[src/rtl/core_pkg.sv]
// Shared constants for the 5-stage MIPS core pipeline control.
// Muldiv FSM encoding and the decoder's mult/div opcode map.
package core_pkg;

  localparam logic [1:0] MD_IDLE = 2'd0;
  localparam logic [1:0] MD_BUSY = 2'd1;
  localparam logic [1:0] MD_DONE = 2'd2;

  localparam logic [4:0] REG_ZERO = 5'd0;

  localparam logic [5:0] OP_SPECIAL = 6'h00;
  localparam logic [5:0] FN_MULT    = 6'h18;
  localparam logic [5:0] FN_MULTU   = 6'h19;
  localparam logic [5:0] FN_DIV     = 6'h1a;
  localparam logic [5:0] FN_DIVU    = 6'h1b;

  function automatic logic is_muldiv(
    input logic [5:0] op,
    input logic [5:0] fn
  );
    return (op == OP_SPECIAL) &&
           (fn == FN_MULT || fn == FN_MULTU ||
            fn == FN_DIV  || fn == FN_DIVU);
  endfunction

endpackage

[src/rtl/hazard_ctrl_if.sv]
// Hazard controller bundle: pipeline hazard sources in,
// stall/flush controls and muldiv status out.
interface hazard_ctrl_if #(
  parameter int CNT_W = 16
);

  logic [4:0]       id_rs;
  logic [4:0]       id_rt;
  logic             id_uses_rt;
  logic             id_jump;
  logic [4:0]       ex_rt;
  logic             ex_mem_read;
  logic             ex_branch_taken;
  logic             ex_muldiv_start;
  logic             pc_stall;
  logic             if_id_stall;
  logic             if_id_flush;
  logic             id_ex_stall;
  logic             id_ex_flush;
  logic             muldiv_busy;
  logic             muldiv_done;
  logic [CNT_W-1:0] stall_cycles;

  modport master (
    output id_rs, id_rt, id_uses_rt, id_jump,
    output ex_rt, ex_mem_read, ex_branch_taken,
    output ex_muldiv_start,
    input  pc_stall, if_id_stall, if_id_flush,
    input  id_ex_stall, id_ex_flush,
    input  muldiv_busy, muldiv_done, stall_cycles
  );

  modport slave (
    input  id_rs, id_rt, id_uses_rt, id_jump,
    input  ex_rt, ex_mem_read, ex_branch_taken,
    input  ex_muldiv_start,
    output pc_stall, if_id_stall, if_id_flush,
    output id_ex_stall, id_ex_flush,
    output muldiv_busy, muldiv_done, stall_cycles
  );

endinterface

[src/rtl/muldiv_seq.sv]
// Mult/div occupancy sequencer: MULDIV_CYCLES-1 BUSY
// cycles then one DONE cycle per accepted start.
module muldiv_seq #(
  parameter int MULDIV_CYCLES = 4
) (
  input  logic clock,
  input  logic reset,
  input  logic start,
  output logic busy,
  output logic done
);

  import core_pkg::*;

  localparam int CW = $clog2(MULDIV_CYCLES);

  logic [1:0]    state;
  logic [CW-1:0] cnt;

  always_ff @(posedge clock) begin
    if (reset) begin
      state <= MD_IDLE;
      cnt   <= '0;
    end else begin
      case (state)
        MD_IDLE: begin
          if (start) begin
            state <= MD_BUSY;
            cnt   <= CW'(MULDIV_CYCLES - 2);
          end
        end
        MD_BUSY: begin
          if (cnt == '0) state <= MD_DONE;
          else cnt <= cnt - CW'(1);
        end
        // the muldiv op is still in EX here
        MD_DONE: state <= MD_IDLE;
        default: state <= MD_IDLE;
      endcase
    end
  end

  assign busy = (state == MD_BUSY);
  assign done = (state == MD_DONE);

endmodule

[src/rtl/hazard_ctrl.sv]
// Pipeline hazard controller: prioritised stall/flush for
// PC, IF/ID and ID/EX plus a saturating stall counter.
module hazard_ctrl #(
  parameter int MULDIV_CYCLES = 4,
  parameter int CNT_W         = 16
) (
  input  logic         clock,
  input  logic         reset,
  hazard_ctrl_if.slave hc
);

  import core_pkg::*;

  localparam logic [CNT_W-1:0] CNT_ONE = CNT_W'(1);

  logic busy;
  logic done;
  logic lu;
  logic pc_stall;
  logic if_id_stall;
  logic if_id_flush;
  logic id_ex_stall;
  logic id_ex_flush;
  logic [CNT_W-1:0] stall_cnt;

  muldiv_seq #(
    .MULDIV_CYCLES(MULDIV_CYCLES)
  ) u_seq (
    .clock (clock),
    .reset (reset),
    .start (hc.ex_muldiv_start),
    .busy  (busy),
    .done  (done)
  );

  assign lu = hc.ex_mem_read &&
              (hc.ex_rt != REG_ZERO) &&
              ((hc.ex_rt == hc.id_rs) ||
               (hc.id_uses_rt && hc.ex_rt == hc.id_rt));

  always_comb begin
    pc_stall    = 1'b0;
    if_id_stall = 1'b0;
    if_id_flush = 1'b0;
    id_ex_stall = 1'b0;
    id_ex_flush = 1'b0;
    if (reset) begin
      pc_stall = 1'b0;
    end else if (busy) begin
      pc_stall    = 1'b1;
      if_id_stall = 1'b1;
      id_ex_stall = 1'b1;
    end else if (hc.ex_branch_taken) begin
      // lu and jump sit on the wrong path
      if_id_flush = 1'b1;
      id_ex_flush = 1'b1;
    end else if (lu) begin
      pc_stall    = 1'b1;
      if_id_stall = 1'b1;
      id_ex_flush = 1'b1;
    end else if (hc.id_jump) begin
      if_id_flush = 1'b1;
    end
  end

  always_ff @(posedge clock) begin
    if (reset) stall_cnt <= '0;
    else if (pc_stall && stall_cnt != '1)
      stall_cnt <= stall_cnt + CNT_ONE;
  end

  assign hc.pc_stall     = pc_stall;
  assign hc.if_id_stall  = if_id_stall;
  assign hc.if_id_flush  = if_id_flush;
  assign hc.id_ex_stall  = id_ex_stall;
  assign hc.id_ex_flush  = id_ex_flush;
  assign hc.muldiv_busy  = busy;
  assign hc.muldiv_done  = done;
  assign hc.stall_cycles = stall_cnt;

endmodule

[src/flat_wrapper.sv]
// flat-port wrapper written by rule: the top's interface ports become plain ports
module hazard_ctrl_flat import core_pkg::*;
#(
  parameter int MULDIV_CYCLES = 4,
  parameter int CNT_W         = 16
)
  (clock, reset, hc_id_rs, hc_id_rt, hc_id_uses_rt, hc_id_jump, hc_ex_rt, hc_ex_mem_read, hc_ex_branch_taken, hc_ex_muldiv_start, hc_pc_stall, hc_if_id_stall, hc_if_id_flush, hc_id_ex_stall, hc_id_ex_flush, hc_muldiv_busy, hc_muldiv_done, hc_stall_cycles);
  hazard_ctrl_if #(.CNT_W(CNT_W)) hc_i ();
  input  logic clock;
  input  logic reset;
  input wire logic [$bits(hc_i.id_rs)-1:0] hc_id_rs;
  input wire logic [$bits(hc_i.id_rt)-1:0] hc_id_rt;
  input wire logic [$bits(hc_i.id_uses_rt)-1:0] hc_id_uses_rt;
  input wire logic [$bits(hc_i.id_jump)-1:0] hc_id_jump;
  input wire logic [$bits(hc_i.ex_rt)-1:0] hc_ex_rt;
  input wire logic [$bits(hc_i.ex_mem_read)-1:0] hc_ex_mem_read;
  input wire logic [$bits(hc_i.ex_branch_taken)-1:0] hc_ex_branch_taken;
  input wire logic [$bits(hc_i.ex_muldiv_start)-1:0] hc_ex_muldiv_start;
  output wire logic [$bits(hc_i.pc_stall)-1:0] hc_pc_stall;
  output wire logic [$bits(hc_i.if_id_stall)-1:0] hc_if_id_stall;
  output wire logic [$bits(hc_i.if_id_flush)-1:0] hc_if_id_flush;
  output wire logic [$bits(hc_i.id_ex_stall)-1:0] hc_id_ex_stall;
  output wire logic [$bits(hc_i.id_ex_flush)-1:0] hc_id_ex_flush;
  output wire logic [$bits(hc_i.muldiv_busy)-1:0] hc_muldiv_busy;
  output wire logic [$bits(hc_i.muldiv_done)-1:0] hc_muldiv_done;
  output wire logic [$bits(hc_i.stall_cycles)-1:0] hc_stall_cycles;
  assign hc_i.id_rs = hc_id_rs;
  assign hc_i.id_rt = hc_id_rt;
  assign hc_i.id_uses_rt = hc_id_uses_rt;
  assign hc_i.id_jump = hc_id_jump;
  assign hc_i.ex_rt = hc_ex_rt;
  assign hc_i.ex_mem_read = hc_ex_mem_read;
  assign hc_i.ex_branch_taken = hc_ex_branch_taken;
  assign hc_i.ex_muldiv_start = hc_ex_muldiv_start;
  assign hc_pc_stall = hc_i.pc_stall;
  assign hc_if_id_stall = hc_i.if_id_stall;
  assign hc_if_id_flush = hc_i.if_id_flush;
  assign hc_id_ex_stall = hc_i.id_ex_stall;
  assign hc_id_ex_flush = hc_i.id_ex_flush;
  assign hc_muldiv_busy = hc_i.muldiv_busy;
  assign hc_muldiv_done = hc_i.muldiv_done;
  assign hc_stall_cycles = hc_i.stall_cycles;
  hazard_ctrl #(.MULDIV_CYCLES(MULDIV_CYCLES), .CNT_W(CNT_W)) u_core (.clock(clock), .reset(reset), .hc(hc_i));
endmodule
[config.mk]
export PLATFORM = sky130hd
export DESIGN_NAME = hazard_ctrl_flat
export DESIGN_NICKNAME = d
export VERILOG_FILES = /design/src/rtl/core_pkg.sv /design/src/rtl/hazard_ctrl_if.sv /design/src/rtl/muldiv_seq.sv /design/src/rtl/hazard_ctrl.sv /design/src/flat_wrapper.sv
export SDC_FILE = /design/constraint.sdc
export NUM_CORES = 1
export LEC_CHECK = 0
export ABC_AREA = 1
export BUFFER_PORTS_ARGS = -buffer_cell sky130_fd_sc_hd__buf_4
export CAP_MARGIN = 20
export CORE_MARGIN = 2
export CORE_UTILIZATION = 25
export DETAILED_ROUTE_END_ITERATION = 16
export MAX_ROUTING_LAYER = met4
export PLACE_DENSITY_LB_ADDON = 0.15
export SKIP_CTS_REPAIR_TIMING = 1
export SLEW_MARGIN = 20
export SYNTH_ARGS = -nofsm -noshare
export SYNTH_HDL_FRONTEND = slang
export SYNTH_SLANG_ARGS = --single-unit
[constraint.sdc]
create_clock -name clock -period 2.95 [get_ports clock]
set_input_delay 0.295 -clock clock [delete_from_list [all_inputs] [get_ports clock]]
set_output_delay 0.295 -clock clock [all_outputs]
set_load 0.05 [all_outputs]
# ---- Yosys cells after proc, flatten, opt, wreduce, memory -nomap -nowiden
# Cells that the tools add are included.
dict set report classes {
  n_addsub 2
  n_eq_ne 8
  muxes 20
  reduce_logical 11
}
# op count
set ops {}
lappend ops {{$add A16 B1 Y16 const B} 1}
lappend ops {{$ne A16 B16 Y1 const B} 1}
lappend ops {{$mux W1} 14}
lappend ops {{$eq A5 B5 Y1} 2}
lappend ops {{$mux W2} 4}
lappend ops {{$pmux W2 S2} 2}
lappend ops {{$reduce_bool A5 Y1} 1}
lappend ops {{$logic_and A1 B1 Y1} 4}
lappend ops {{$logic_not A2 Y1} 2}
lappend ops {{$ne A2 B2 Y1 const B} 2}
lappend ops {{$reduce_and A3 Y1} 1}
lappend ops {{$eq A2 B1 Y1 const B} 1}
lappend ops {{$eq A2 B2 Y1 const B} 1}
lappend ops {{$ne A2 B1 Y1 const B} 1}
lappend ops {{$reduce_and A2 Y1} 1}
lappend ops {{$reduce_bool A2 Y1} 1}
lappend ops {{$sub A2 B1 Y2 const B} 1}
lappend ops {{$logic_or A1 B1 Y1} 1}
dict set report totals {
  register_bits 20
  out_inout_bits 23
  wordCells 44
}

# ---- Logic depth before layout (Yosys ltp)
dict set report logic_depth {
  depth_word 9
  mapped_depth 12
  mapped_depth_nobuf 11
}

# ---- Modules after synthesis
# Synthesis repeated with hierarchy kept, for this count alone.
dict set report unflattened {
  cells_unflattened 229
  area_unflattened_um2 1408.9
}
# mod instances cells_per_inst area_each_um2 seq_area_each_um2
set by_module_without_submodules {}
lappend by_module_without_submodules {hazard_ctrl 1 198 1211.2 320.3}
lappend by_module_without_submodules {muldiv_seq 1 31 197.7 80.1}

# ---- Least setup slack after synthesis
# No wires, ideal clock.
dict set report synth_timing {
  path_kind {register to output}
  start {reg u_core.u_seq.state[0]}
  end {out hc_pc_stall}
  t_arrival_ns 2.256
  t_required_ns 2.655
  path_slack_ns 0.399
  path_stages_with_launch 10
  path_buffers 3
  path_cell_list {dfxtp_1 > inv_2 > nor2_4 > inv_2 > nor2_1 > inv_1 > nand2_2 > buf_6 > buf_6 > buf_4}
}
dict set report synth_between {
  elab_chain_cells 3
}
# element line
set synth_lines {}
lappend synth_lines {{start, declared} muldiv_seq.sv:17} ;# logic [1:0] state;
lappend synth_lines {{start signal, assigned} muldiv_seq.sv:22} ;# state <= MD_IDLE;
lappend synth_lines {{start signal, assigned} muldiv_seq.sv:28} ;# state <= MD_BUSY;
lappend synth_lines {{start signal, assigned} muldiv_seq.sv:33} ;# if (cnt == '0) state <= MD_DONE;
lappend synth_lines {{$eq A2 B1 Y1} muldiv_seq.sv:43} ;# assign busy = (state == MD_BUSY);
lappend synth_lines {{named net hc_muldiv_busy} flat_wrapper.sv:24} ;# output wire logic [$bits(hc_i.muldiv_busy)-1:0] hc_muldiv_busy;
lappend synth_lines {{$mux W1 (2 in series)} --}
lappend synth_lines {{end, declared} flat_wrapper.sv:19} ;# output wire logic [$bits(hc_i.pc_stall)-1:0] hc_pc_stall;
# The timed path passes the listed nets, and every way through them passes these cells.

# ---- Worst setup path in the final report
dict set report layout_timing {
  start {reg u_core.u_seq.state[0]}
  end {out hc_pc_stall}
}
dict set report layout_between {
  elab_chain_cells 3
}
# element line
set layout_lines {}
lappend layout_lines {{$eq A2 B1 Y1} muldiv_seq.sv:43}
lappend layout_lines {{$mux W1} hazard_ctrl.sv:49} ;# end else if (busy) begin
lappend layout_lines {{$mux W1} hazard_ctrl.sv:47} ;# if (reset) begin
# No other way between the ends.

==> results <==
- The initial detailed-routing violation count is 63.
- The largest buffer count on any clock path is 2.
- The tree is rooted in a clkbuf_8.
- The cell area that synthesis handed to floorplanning was 1360 um2.
- The worst setup path is of the reg2out kind.
- The area of the multi-input gates is 808 um2.
- In the final routed layout, each cell accounts on average for 10.1 um.
- The dominant combinational cell family by area after synthesis is simple AND/OR/NAND/NOR gates.
- The die covers 6050 um2.
- The register bit count reported by yosys is 20.
- The number of sinks on the clock net is 20.
- The number of antenna diodes in the final layout is 0.
- For this run, design rule violations remaining after detail routing come to 0.
- The share of cells above drive strength 1 is 0.227.
- Of the total synthesized cell area, the portion taken by XOR and XNOR cells is 0.0837.
- The combined buffer and inverter count along the critical path is 4.
- The clock buffer count from CTS is 3.
- The part of the total power dissipated in combinational logic is 0.205.
- For met3 alone, demand over resource in global routing was 0.0326.
- The die span in y is 77.8 um.
- The pin count of the biggest net entering global routing is 23.
- The number of global-route vias before repair is 1,326.
- In the layout the commonest cells are nand2_1, buf_4, nor2_1, nand3_1, inv_1.
- The final-layout fill cell count is 579.
- Clock-pin slew was measured on the worst setup and hold paths at 0.07 ns.
- Internal power comes to 0.511 mW.
- The mean instance size in the synthesized netlist is 6.36 um2.
- The CTS tree is yes.
- Synthesis produced 214 cells.
- Among the stages of the critical path, the cell type that occurs most often is inv_2.
- The number of nets in the synthesized netlist is 238.
- Of the total power, the share spent switching nets is 0.279.
- After routing, the total negative slack on setup checks comes to 0 ns.
- The cell at the slowest stage of the critical path is dfxtp_1.
- The layout-stage area growth over the synthesis result is 32.0%.
- Before antenna repair, the detailed router went through 4 iterations.
- The worst-case IR drop observed on VDD is 0.245 mV.
- The critical path startpoint category is a register.
- In this run the worst path has a maximum fanout of 21.
- The worst max-slew margin expressed relative to the limit is 0.715.
- In this run the number of H-tree levels came out at 1.
- The total number of vias is 1,401.
- After legalization and detailed placement, the total HPWL measured 2540 um.
- The portion of the clock cycle consumed by the worst path in the final layout is 0.675.
- The worst setup path startpoint is u_core.u_seq.state[0].
- The net total in the final layout is 280.
- After routing the design area is 1800 um2.
- The leading cell type in the layout, fill and taps excluded is nand2_1.
- The first global-routing pass estimated 5870 um of wire.
- Dividing the detail-routed via count by the number of cells gives 4.31.
- The share of total power dissipated in the clock network is 0.396.
- After the flow finishes, the layout carries non-filler instances totaling 325.
- The post-detailed-placement cell area is 1720 um2.
- The sequential fraction of the synthesis area is 0.294.
- The required time of the critical path is 2.65 ns.
- The final hold violation count was 0.
- The number of antenna violations at the first check in global routing is 0.
- Routability-driven placement finished with a final weighted congestion of 0.792.
- The met2 track demand over resource in global routing is 0.193.
- The leakage component of the power is 0.837 nW.
- Across every metal layer, demand over resource in global routing totals 0.121.
- Setup violations remaining at the end of the flow were counted as 0.
- For this run, the number of Yosys warnings is 0.
- Among cell families on the critical path, the largest total delay comes from simple AND/OR/NAND/NOR gates.
- In this run the core area contains 26 standard-cell rows.
- In this run the power density over the cells is 395 nW/um2.
- The run finished with clean final reports.
- For this run, the share of the core covered by cells in the final layout is 0.347.
- The busiest layer in global routing is met2.
- In the final layout, flip-flops and latches occupy 400 um2.
- The highest attainable clock frequency is 0.502 GHz.
- The design draws 0.709 mW.
- At the pin with the least slew margin, the transition time is 0.427 ns.
- For met1 alone, demand over resource in global routing was 0.150.
- For this design the total switching power over the nets is 0.198 mW.
- Of the total synthesized cell area, the portion taken by full adders, half adders and majority gates is 0.0184.
- The post-placement setup slack is 1.07 ns.
- STA classifies the critical path endpoint as an output pin.
- The latest clock arrival within the worst-skew pair is 0.27 ns.
- Counting distinct cell types in the post-synthesis netlist gives 22.
- The area fraction in compound gates after synthesis is 0.0874.
- Measured against the total synthesized area, the mux share comes to 0.
- Setup repair after global routing left no endpoint under its margin.
- The detailed-route wire length is 3290 um.
- The worst hold path startpoint is hc_ex_muldiv_start.
- The critical register-to-register path startpoint is u_core.hc.stall_cycles[0].
- The region available for standard cell placement spans 5170 um2.
- The max-slew violation total from the final report is 0.
- Including well taps, the total number of placed cells is 321.
- After global routing the overflow that remains totals 0.
- The top-level port count is 45.
- The shortest period the worst path allows is 1.99 ns.
- For this configuration, the core starts out at a cell density of 0.263.
- Max-cap violations in this run came to 0.
- Of the total power, registers draw 0.399.
- The tightest hold margin is 0.355 ns.
- The final clock skew is 0.0122 ns.
- The count of buffers added on input and output ports is 44.
- Walking the worst path, the cells encountered are inv_2 > nor2_4 > inv_2 > nor2_1 > inv_1 > nand2_2 > buf_4.
- The die boundary width is 77.8 um.
- Data arrives at the worst endpoint at 1.70 ns.
- In this run the worst hold path is classified as in2reg.
- The largest single stage delay on the critical path is 0.38 ns.
- The final worst-path setup slack is 0.959 ns.
- The simple-gate share of the synthesized area is 0.405.
- Once detail routing completed, the nets flagged for antenna violations numbered 0.
## sequential cells by signal, indices dropped and copies added (netlist names)
register,count
u_core.hc.stall_cycles,16
u_core.u_seq.cnt,2
u_core.u_seq.state,2
## worst register-to-register path, stage by stage, from the launching register on
cell	delay [ns]
dfxtp_1	0.42
ha_1	0.25
nand2_2	0.12
nor4_4	0.26
nand2_4	0.21
nand2_4	0.22
nand2_1	0.07
a21oi_1	0.12
## Yosys cell counts
| master | count | area share |
|---|---|---|
| nand2_1 | 58 | 0.16 |
| nor2_1 | 28 | 0.077 |
| nand3_1 | 24 | 0.088 |
| inv_1 | 22 | 0.061 |
| dfxtp_1 | 20 | 0.29 |
| a21oi_1 | 19 | 0.070 |
| xnor2_1 | 7 | 0.045 |
| xor2_1 | 6 | 0.039 |
| inv_2 | 4 | 0.011 |
| nand4_1 | 4 | 0.018 |
| buf_6 | 3 | 0.025 |
| nor3_1 | 3 | 0.011 |
| o21ai_0 | 3 | 0.011 |
| clkbuf_1 | 2 | 0.0055 |
| ha_1 | 2 | 0.018 |
| nand2_2 | 2 | 0.0092 |
| nand2_4 | 2 | 0.017 |
| a221oi_1 | 1 | 0.0064 |
| buf_2 | 1 | 0.0037 |
| buf_4 | 1 | 0.0055 |
| nor2_4 | 1 | 0.0083 |
| nor4_4 | 1 | 0.016 |
## path summary, 6_finish.rpt
kind                               end  slack (ns)  cells past startpoint
max                        hc_pc_stall        0.96                      7
min              u_core.u_seq.state[0]        0.36                      3
max reg2reg  u_core.hc.stall_cycles[9]        1.22                      7
min reg2reg        u_core.u_seq.cnt[1]        0.49                      2
## final cells by class
| type | count | share of cell area |
|---|---|---|
| multi-input combinational | 161 | 0.450 |
| timing repair buffer | 44 | 0.184 |
| sequential | 20 | 0.223 |
| inverter | 26 | 0.0544 |
| tap | 70 | 0.0488 |
| clock buffer | 3 | 0.0230 |
| clock inverter | 1 | 0.0167 |
## routing by layer
metal	wire, um	vias up
met1	1610	612
li1	-	758
met2	1440	27
met3	199	4
met4	39	0
met5	0	-
## logic make-up after synthesis
family / after synthesis
and+or+nand+nor: 123
DFF: 20
buffers and inverters: 33
xor gates and xnor gates: 13
adders and majority gates: 2
AOI/OAI and AO/OA: 23
## power groups by stage
stage	Clock [mW]	Sequential, mW	Combinational [mW]
final	0.281	0.283	0.145
after global routing	0.302	0.284	0.163
after CTS	0.290	0.283	0.147
after detailed placement	0	0.289	0.146
after global placement	0	0.289	0.147
after floorplan	0	0.293	0.0972
Note: power is estimated with default switching activity, not from simulation.
